**src/rtl/adder.sv**
```systemverilog
// Registered 32-bit adder for the multicycle MIPS datapath (PC increment, branch targets).
// Two-level carry-lookahead core with one output register stage; the sum appears one cycle after the operands.
module adder (
    input  logic        clock,
    input  logic        reset_n,
    input  logic [31:0] input1,
    input  logic [31:0] input2,
    output logic [31:0] result,
    output logic        carry_out,
    output logic        overflow
);

    logic [31:0] gen_bit;
    logic [31:0] prop_bit;
    logic [31:0] bit_c;
    logic [7:0]  grp_g;
    logic [7:0]  grp_p;
    logic [8:0]  grp_c;

    logic [31:0] result_d, result_q;
    logic        carry_d, carry_q;
    logic        overflow_d, overflow_q;

    assign gen_bit  = input1 & input2;
    assign prop_bit = input1 ^ input2;

    // First level: each 4-bit group yields group G/P and its internal bit carries.
    genvar gi;
    generate
        for (gi = 0; gi < 8; gi++) begin : g_group
            logic [3:0] g;
            logic [3:0] p;
            logic       cin;

            assign g   = gen_bit[gi*4 +: 4];
            assign p   = prop_bit[gi*4 +: 4];
            assign cin = grp_c[gi];

            assign grp_g[gi] = g[3] | (p[3] & g[2]) | (p[3] & p[2] & g[1])
                             | (p[3] & p[2] & p[1] & g[0]);
            assign grp_p[gi] = &p;

            assign bit_c[gi*4 + 0] = cin;
            assign bit_c[gi*4 + 1] = g[0] | (p[0] & cin);
            assign bit_c[gi*4 + 2] = g[1] | (p[1] & g[0]) | (p[1] & p[0] & cin);
            assign bit_c[gi*4 + 3] = g[2] | (p[2] & g[1]) | (p[2] & p[1] & g[0])
                                   | (p[2] & p[1] & p[0] & cin);
        end
    endgenerate

    // Second level: each group carry is a flat sum of products over lower groups (carry-in is 0).
    always_comb begin
        logic acc;
        logic term;
        grp_c    = '0;
        for (int i = 1; i <= 8; i++) begin
            acc = 1'b0;
            for (int j = 0; j < i; j++) begin
                term = grp_g[j];
                for (int k = j + 1; k < i; k++) begin
                    term = term & grp_p[k];
                end
                acc = acc | term;
            end
            grp_c[i] = acc;
        end
    end

    always_comb begin
        result_d   = prop_bit ^ bit_c;
        carry_d    = grp_c[8];
        overflow_d = (input1[31] == input2[31]) && (result_d[31] != input1[31]);
    end

    always_ff @(posedge clock) begin
        if (!reset_n) begin
            result_q   <= '0;
            carry_q    <= 1'b0;
            overflow_q <= 1'b0;
        end else begin
            result_q   <= result_d;
            carry_q    <= carry_d;
            overflow_q <= overflow_d;
        end
    end

    assign result    = result_q;
    assign carry_out = carry_q;
    assign overflow  = overflow_q;

endmodule

```
**config.mk**
```make
export PLATFORM = sky130hd
export DESIGN_NAME = adder
export DESIGN_NICKNAME = d
export VERILOG_FILES = /design/src/rtl/adder.sv
export SDC_FILE = /design/constraint.sdc
export NUM_CORES = 1
export LEC_CHECK = 0
export CAP_MARGIN = 20
export CORE_MARGIN = 2
export CORE_UTILIZATION = 47
export CTS_BUF_LIST = sky130_fd_sc_hd__clkbuf_2 sky130_fd_sc_hd__clkbuf_4 sky130_fd_sc_hd__clkbuf_8
export DETAILED_ROUTE_END_ITERATION = 10
export PLACE_DENSITY = 0.91
export SLEW_MARGIN = 5
export SYNTH_ARGS = -nofsm -noshare
export SYNTH_HDL_FRONTEND = slang
export SYNTH_SLANG_ARGS = --single-unit
```
**constraint.sdc**
```tcl
create_clock -name clock -period 6.4 [get_ports clock]
set_input_delay 1.28 -clock clock [delete_from_list [all_inputs] [get_ports clock]]
set_output_delay 1.28 -clock clock [all_outputs]
set_load 0.05 [all_outputs]
```
==> reports/qor.yml, run 1 <==
worst_ir_drop_vdd_v: 0.0001052
dpl.hpwl_um: 4346
die_w_um: 73.91
clkSlewWorstSetupHoldPaths_ps: 70
placed_area_um2: 3349
first_pass_iters: 4
fin_nets: 452
detail-route-antenna-nets: 0
cts_max_level: 2
synth-async-reset-ratio_pct: 0
syn2layout_area_growth_pct: 49.46
fin_crit_ps: 4109
pwr_density_cell_nw_per_um2: 218.1
cts_buffers: 5
path_max_fanout: 6
yosysSeqAreaShare_pct: 29.63
status: "completed"
avgViaCountPerCell: 5.080
yosys_warnings: 0
synth_edf_count: 0
synth_top_area_share_pct: 29.63
slew_viol_final: 0
wire_per_inst_um: 12.77
cts_hold_buffers: 0
antennaDiodeCount: 0
cts_resized: 0
io_pins: 100
worstHoldPathType: "in2reg"
cts_max_path_buffers: 2
synth_area_um2: 2297
die_y_um: 73.91
setup_viol: 0
syn-num-nets: 350
p_clk_share_pct: 20.7
cts_setup_buffers: 0
synth_top_area_cell: "dfxtp_1"
maxSlewHeadroom_pct: 31.59
first_global_vias: 2053
grt_overflow: 0
dr_total_vias: 2098
synth_area_leaders: "dfxtp_1, ha_1, and2_1, fa_1, xor2_1"
grtUsageTotal_pct: 20.40
holdWs_ps: 1698
hold_viol: 0
drv_cap: 0
critPathCaptureType: "flip-flop"
p_int_uw: 473.8
grt_start_max_net_pins: 37
multiInputGateArea_um2: 1545
wl_um: 5275
core_area_um2: 4723
synth_flop_cell: "dfxtp_1"
cts_root_buf: "clkbuf_8"
cts.sinks: 34
sequentialPowerShare_pct: 33.0
fillerInstances: 358
path_class: "in2reg"
port_buffers: 99
first_iter_violations: 43
synth_cell_types: 40
worst_pin_slew_ps: 1023
synthCells: 244
antenna_found_initial: 0
die_area_um2: 5463
max_freq_mhz: 243.4
swShare_pct: 36.73
power_frac_comb_pct: 46.3
cts_tree: "built"
period_share_pct: 64.20
netSwitchingPower_uw: 275.1
fin_setup_tns_ps: 0
finalInstanceArea_um2: 3433
grt_pass1_wl_um: 8700
required_ps: 6560
place_congestion: 0.7445
cp-start-kind: "primary input"
drc_errors: 0
p_leak_uw: 0.001512
rows: 25
syn_avg_cell_area_um2: 9.415
area.sequential_um2: 680.7
rsz0062_at_grt: "false"
layout-drive-gt1-share_pct: 2.890
initial_core_util_pct: 48.64
crit_arrival_ps: 4270
ys_ff_latch: 34
-- placed cells by master (no fill, tap or decap), types with 2 or more instances in the layout --
cell type	n
a31oi_1	4
nand3_1	5
a21oi_1	15
xor2_1	11
ha_1	32
nand2b_1	4
nor2_1	12
clkdlybuf4s50_1	99
nor2b_1	4
nand2_1	12
o21a_1	3
and2_1	29
clkbuf_4	2
dfxtp_1	34
clkbuf_8	5
nor3_1	2
fa_1	8
or3_1	3
o21bai_1	2
mux2i_1	2
o21ai_0	8
a21o_1	11
xnor2_1	9
inv_1	13
-- power by group through the flow --
stage               registers, µW  logic (µW)  clock network (µW)
floorplan                     352         123                   0
global placement              251         339                   0
detailed placement            252         347                   0
CTS                           248         349                 159
global route                  249         376                 165
finish                        247         347                 155
-- logic make-up (layout without fill, tap and decap cells) --
family | after synthesis | count (layout) | share of synthesized area [%]
and+or+nand+nor | 77 | 77 | 18.85
xor gates and xnor gates | 20 | 20 | 7.625
AOI/OAI and AO/OA | 54 | 54 | 15.52
muxes | 2 | 2 | 0.8715
buffers and inverters | 17 | 119 | 3.105
adders and majority gates | 40 | 40 | 24.40
DFF | 34 | 34 | 29.63
-- final timing paths --
kind / from / to / slack (ps) / cells past startpoint
setup / recovery: input1[7] / result[25]$_SDFF_PN0_ / 2290 / 11
hold / removal: input1[31] / overflow$_SDFF_PN0_ / 1700 / 4
-- critical path, cell delays in order --
cell and delay [ps]:
clkdlybuf4s50_1 400, ha_1 380, a21oi_2 160, nor2_1 40
or3_1 360, or3_1 500, a21oi_1 290, o21ai_0 150
fa_1 390, xor2_1 160, and2_1 150
-- metrics by stage --
step,utilization [%],worst slack [ps],instances,total power (µW)
global placement,70.91,2085,406,590.7
global route,72.69,2164,413,789.7
CTS,72.69,2266,413,755.4
finish,72.69,2291,413,749.0
floorplan,-,2628,244,475.5
detailed placement,70.91,2005,406,599.2
-- metal layers --
layer	vias to the layer above	wire length, µm	track usage (%)
li1	1053	-	-
met1	960	2043	22.45
met2	73	2816	38.29
met3	12	320	4.801
met4	0	95	6.465
met5	-	0	0
-- synthesized netlist by cell type, types with 2 or more instances --
| cell | instances |
|---|---|
| o21bai_1 | 2 |
| nand2b_1 | 4 |
| clkbuf_1 | 3 |
| a21oi_1 | 15 |
| nor2_1 | 12 |
| a31oi_1 | 4 |
| mux2i_1 | 2 |
| xnor2_1 | 9 |
| and2_1 | 29 |
| dfxtp_1 | 34 |
| o21ai_0 | 8 |
| inv_1 | 13 |
| or3_1 | 3 |
| nor2b_1 | 4 |
| nand3_1 | 5 |
| nor3_1 | 2 |
| fa_1 | 8 |
| o21a_1 | 3 |
| ha_1 | 32 |
| nand2_1 | 12 |
| xor2_1 | 11 |
| a21o_1 | 11 |
-- area by class of cell --
type                            instances  share of cell area [%]
Clock buffer                            7                   2.442
Inverter                               13                   1.421
Multi-Input combinational cell        193                   45.01
Sequential cell                        34                   19.83
Tap cell                               67                   2.442
Timing Repair Buffer                   99                   28.86
-- sequential cells by signal, indices dropped and copies added (netlist names) --
register,cells
overflow,1
result,32
carry_out,1
(Power assumes the default switching activity.)
==> run 2, diff against run 1 <==
--- a/config.mk
+++ b/config.mk
@@ -7,10 +7,10 @@
 export LEC_CHECK = 0
 export CAP_MARGIN = 20
 export CORE_MARGIN = 2
-export CORE_UTILIZATION = 47
+export CORE_UTILIZATION = 40
 export CTS_BUF_LIST = sky130_fd_sc_hd__clkbuf_2 sky130_fd_sc_hd__clkbuf_4 sky130_fd_sc_hd__clkbuf_8
 export DETAILED_ROUTE_END_ITERATION = 10
-export PLACE_DENSITY = 0.91
+export PLACE_DENSITY = 0.83
 export SLEW_MARGIN = 5
 export SYNTH_ARGS = -nofsm -noshare
 export SYNTH_HDL_FRONTEND = slang
==> constraint.sdc (replaced) <==
create_clock -name clock -period 3.6 [get_ports clock]
set_input_delay 0.72 -clock clock [delete_from_list [all_inputs] [get_ports clock]]
set_output_delay 0.72 -clock clock [all_outputs]
set_load 0.05 [all_outputs]
==> run 2 against run 1 <==
  * First-iteration DRC count is 21% lower
  * Clock power up 120%
  * Worst hold slack worse by 580 ps
  * Worst setup slack worse by 2100 ps
  * Largest power group unchanged
  * Routed wire length is 1.2% higher
  * Flip-flop and latch count did not move
  * Final area is 4.7% higher
  * Critical endpoint is now result[29]$_SDFF_PN0_
==> reports/qor.yml, run 2 (synthesis results as in run 1) <==
drc_errors: 0  # unchanged
slew_viol_final: 0  # unchanged
stdcell_count: 436  # +5.6%
pwr_density_cell_nw_per_um2: 394.5  # +81%
final_cell_mix: "clkdlybuf4s50_1, dfxtp_1, ha_1, and2_1, buf_4"
dpl.cell_count: 427  # +5.2%
hold_path_depth: 4  # unchanged
first_global_vias: 2147  # +4.6%
p_leak_uw: 0.001609  # +6.4%
cts_max_level: 2  # unchanged
path_max_fanout: 3  # -3
antennaDiodeCount: 0  # unchanged
worst_pin_slew_ps: 526.4  # -496.6 ps
initial_core_util_pct: 41.46  # -7.2 points
crit_arrival_ps: 3580  # -690 ps
wire_per_inst_um: 12.24  # -4.2%
period_share_pct: 94.56
critPathCaptureType: "flip-flop"
cts_max_path_buffers: 2  # unchanged
maxSlewHeadroom_pct: 64.80  # +33 points
cts_tree: "built"
status: "completed"
fin_nets: 469  # +3.8%
layout-drive-gt1-share_pct: 7.692  # +4.8 points
power.total_uw: 1419  # +89%
dr_wl_met2_um: 2721  # -3.4%
first_pass_iters: 4  # unchanged
cp-start-kind: "primary input"
layout_commonest_cell: "clkdlybuf4s50_1"
grtUsageTotal_pct: 17.62  # -2.8 points
grt_start_max_net_pins: 37  # unchanged
hp-start: "input1[31]"
worst_ir_drop_vdd_v: 0.0001923  # +83%
cts_resized: 0  # unchanged
port_buffers: 99  # unchanged
pre_cts_ws_ps: -134.3  # -2139 ps
dpl.hpwl_um: 4374  # +0.66%
detail-route-antenna-nets: 0  # unchanged
worstHoldPathType: "in2reg"
die_area_um2: 6365  # +17%
die_w_um: 79.78  # +7.9%
placed_area_um2: 3476  # +3.8%
place_congestion: 0.8071  # +8.4%
setup_viol: 0  # unchanged
drv_cap: 0  # unchanged
cts_hold_buffers: 0  # unchanged
fillerInstances: 474  # +32%
first_iter_violations: 34  # -21%
syn2layout_area_growth_pct: 56.54
grt_overflow: 0  # unchanged
rows: 27  # +8.0%
path_class: "in2reg"
cts_buffers: 5  # unchanged
drt-met1-wl_um: 2232  # +9.3%
die_y_um: 79.78  # +7.9%
max_freq_mhz: 293.8
top_layer: "met4"
antenna_found_initial: 0  # unchanged
finalInstanceArea_um2: 3596  # +4.7%
wl_um: 5337  # +1.2%
fin_crit_ps: 3404
cts.sinks: 34  # unchanged
rsz0062_at_grt: "false"
setup_ws_ps: 195.9  # -2095 ps
holdPathEnd: "overflow$_SDFF_PN0_"
clkSlewWorstSetupHoldPaths_ps: 70  # about the same
cts_setup_buffers: 0  # unchanged
grt_pass1_wl_um: 8845  # +1.7%
core_area_um2: 5540  # +17%
cts_root_buf: "clkbuf_8"
largest_reg_flops: 32  # unchanged
wl_met3_um: 272  # -15%
hold_viol: 0  # unchanged
io_pins: 100  # unchanged
dr_total_vias: 2125  # +1.3%
required_ps: 3780  # -2780 ps
avgViaCountPerCell: 4.874  # -4.1%
## run 2: how the worst max path moves through the flow
stage               startpoint                    end  cells past startpoint
CTS                  input1[8]  result[29]$_SDFF_PN0_                     12
global placement     input1[8]  result[29]$_SDFF_PN0_                     12
detailed placement   input1[8]  result[29]$_SDFF_PN0_                     12
finish               input1[8]  result[29]$_SDFF_PN0_                     12
floorplan            input1[7]  result[25]$_SDFF_PN0_                     11
global route        input1[19]  result[29]$_SDFF_PN0_                     12
## run 2: final cells by class
class | instances | area, µm² | area share [%]
inverters | 13 | 48.80 | 1.357
clock inverters | 3 | 40.04 | 1.113
clock buffers | 5 | 68.82 | 1.914
flip-flops and latches | 34 | 680.7 | 18.93
repair buffers | 116 | 1122 | 31.21
well taps | 72 | 90.09 | 2.505
multi-input cells | 193 | 1545 | 42.97
## run 2: worst max-delay path: stages
cell and delay, ps:
clkdlybuf4s50_1 460, ha_1 380, nand4_4 100, nor2_1 60, or3_1 360, o311a_2 420
nor2_1 100, o21ai_0 100, a21o_1 210, fa_1 370, xor2_1 160, and2_1 150
## run 2: where the power goes
group,switching [µW],internal (µW),leakage [µW]
sequential,12.6,426,0.000283
combinational,351,286,0.00127
clock,139,204,0.0000579
## run 2: per-layer routing
layer	global-route usage, %	vias up
met5	0	-
met4	8.136	0
met3	3.394	11
met2	32.77	66
met1	19.07	963
li1	-	1085
## run 2: metrics by stage
stage | hold slack, ps | TNS (ps) | utilization (%)
3_5_place_dp | 1414 | -358.6 | 62.74
6_report | 1116 | 0 | 64.91
3_3_place_gp | 1394 | -166.4 | 62.74
2_1_floorplan | 848.2 | 0 | -
4_1_cts | 1103 | 0 | 64.70
5_1_grt | 1124 | 0 | 64.91
==> run 3, diff against run 2 <==
--- a/config.mk
+++ b/config.mk
@@ -11,6 +11,7 @@
 export CTS_BUF_LIST = sky130_fd_sc_hd__clkbuf_2 sky130_fd_sc_hd__clkbuf_4 sky130_fd_sc_hd__clkbuf_8
 export DETAILED_ROUTE_END_ITERATION = 10
 export PLACE_DENSITY = 0.83
+export REMOVE_ABC_BUFFERS = 1
 export SLEW_MARGIN = 5
 export SYNTH_ARGS = -nofsm -noshare
 export SYNTH_HDL_FRONTEND = slang
==> run 3 against run 2 <==
  * Flip-flop and latch count did not move
  * Global-route usage shrank 0.53 points
  * Clock power down 5.8%
  * Cell count stayed put
  * Worst hold slack improved by 6.3 ps
  * Clock-buffer cell count increased by 3
  * Die area stayed put
  * Maximum frequency shrank 0.19%
  * Largest power group unchanged
  * Core utilization is essentially flat
==> reports/qor.yml, run 3 (synthesis results as in run 1) <==
status: "completed"
dr_total_vias: 2109  # -0.75%
period_share_pct: 94.74  # +0.18 points
netSwitchingPower_uw: 491.4  # -2.2%
pwr_density_cell_nw_per_um2: 388.6  # -1.5%
hold_path_depth: 4  # unchanged
finalInstanceArea_um2: 3593  # about the same
first_pass_iters: 4  # unchanged
layout-drive-gt1-share_pct: 7.692  # unchanged
core_area_um2: 5540  # unchanged
grtUsageTotal_pct: 17.09  # -0.53 points
maxSlewHeadroom_pct: 32.86  # -32 points
cts.sinks: 34  # unchanged
grt_pass1_wl_um: 8597  # -2.8%
fin_crit_ps: 3411  # +6.416 ps
path_max_fanout: 5  # +2
wl_um: 5134  # -3.8%
die_y_um: 79.78  # unchanged
sequentialPowerShare_pct: 31.5  # +0.5 points
cts_buffers: 5  # unchanged
p_clk_share_pct: 23.1  # -1.1 points
p_int_uw: 905.1  # -1.2%
required_ps: 3770  # about the same
dpl.hpwl_um: 4371  # about the same
cpPeakStageDelay_ps: 450  # about the same
first_iter_violations: 36  # +5.9%
placed_area_um2: 3483  # +0.22%
stdcell_count: 436  # unchanged
port_buffers: 99  # unchanged
cts_hold_buffers: 0  # unchanged
initial_core_util_pct: 41.46  # unchanged
io_pins: 100  # unchanged
die_area_um2: 6365  # unchanged
rsz0062_at_grt: "false"
layout_commonest_cell: "clkdlybuf4s50_1"
worstHoldPathType: "in2reg"
worst_ir_drop_vdd_v: 0.0001987  # +3.3%
cp-start-kind: "primary input"
path_class: "in2reg"
cts_resized: 0  # unchanged
worst_pin_slew_ps: 1004  # +477.5 ps
cts_max_level: 2  # unchanged
dpl.cell_count: 428  # +0.23%
place_congestion: 0.7853  # -2.7%
fin_nets: 469  # unchanged
power.total_uw: 1397  # -1.6%
antennaDiodeCount: 0  # unchanged
p_leak_uw: 0.001607  # -0.11%
cts_root_buf: "clkbuf_8"
critPathCaptureType: "flip-flop"
antenna_found_initial: 0  # unchanged
fin_setup_tns_ps: 0  # unchanged
rows: 27  # unchanged
grt_start_max_net_pins: 37  # unchanged
drv_cap: 0  # unchanged
wire_per_inst_um: 11.78  # -3.8%
swShare_pct: 35.19  # -0.24 points
cp_cell_sequence: "clkdlybuf4s50_1 > ha_1 > and4_1 > nor3b_1 > o311a_2 > nor2_1 > o21ai_0 > a21o_1 > fa_1 > and2_1"
max_freq_mhz: 293.2  # -0.19%
syn2layout_area_growth_pct: 56.43  # about the same
power_frac_comb_pct: 45.4  # +0.5 points
first_global_vias: 2123  # -1.1%
cts_max_path_buffers: 2  # unchanged
crit_arrival_ps: 3580  # about the same
die_w_um: 79.78  # unchanged
grt_overflow: 0  # unchanged
avgViaCountPerCell: 4.837  # -0.75%
largest_reg_flops: 32  # unchanged
setup_viol: 0  # unchanged
detail-route-antenna-nets: 0  # unchanged
final_cell_mix: "clkdlybuf4s50_1, dfxtp_1, ha_1, and2_1, buf_4"
hold_viol: 0  # unchanged
utilization_pct: 64.86  # about the same
drc_errors: 0  # unchanged
cp_slowest_cell: "clkdlybuf4s50_1"
cts_tree: "built"
clkSlewWorstSetupHoldPaths_ps: 60  # about the same
slew_viol_final: 0  # unchanged
cts_setup_buffers: 0  # unchanged
-- run 3: worst paths after layout --
check | startpoint | end | slack, ps
max | input1[13] | result[28]$_SDFF_PN0_ | 190
min | input1[31] | overflow$_SDFF_PN0_ | 1120
-- run 3: final cells by class --
cell class              count  area, µm²
inverters                  13      48.80
clock buffers               8      110.1
fillers                   468       1947
well taps                  72      90.09
repair buffers            116       1119
multi-input cells         193       1545
flip-flops and latches     34      680.7
-- run 3: metal layers --
metal | share of wire (%) | track usage (%) | routed length, µm
met1 | 40 | 17.58 | 2076
met2 | 51 | 32.61 | 2614
met3 | 6.1 | 4.299 | 311
met4 | 2.6 | 6.949 | 132
met5 | 0 | 0 | 0
-- run 3: power groups by stage --
stage	clock network [µW]	registers (µW)	logic, µW
CTS	333	441	639
floorplan	0	626	213
global route	352	444	686
global placement	0	448	624
detailed placement	0	449	637
finish	323	440	634
-- run 3: worst max-delay path: cells and delay by family --
kind,cells,cell delay [ps]
adder cells (fa/ha/maj),2,800
AND/OR/NAND/NOR,4,900
AO/OA/AOI/OAI,3,710
buffers and inverters,1,450
-- run 3: metrics by stage --
| step | worst slack, ps | hold slack (ps) |
|---|---|---|
| 6_report | 189.5 | 1123 |
| 5_1_grt | 51.73 | 1145 |
| 4_1_cts | 182.2 | 1117 |
| 3_5_place_dp | -105.0 | 1413 |
| 3_3_place_gp | -32.63 | 1410 |
| 2_1_floorplan | 413.3 | 841.7 |
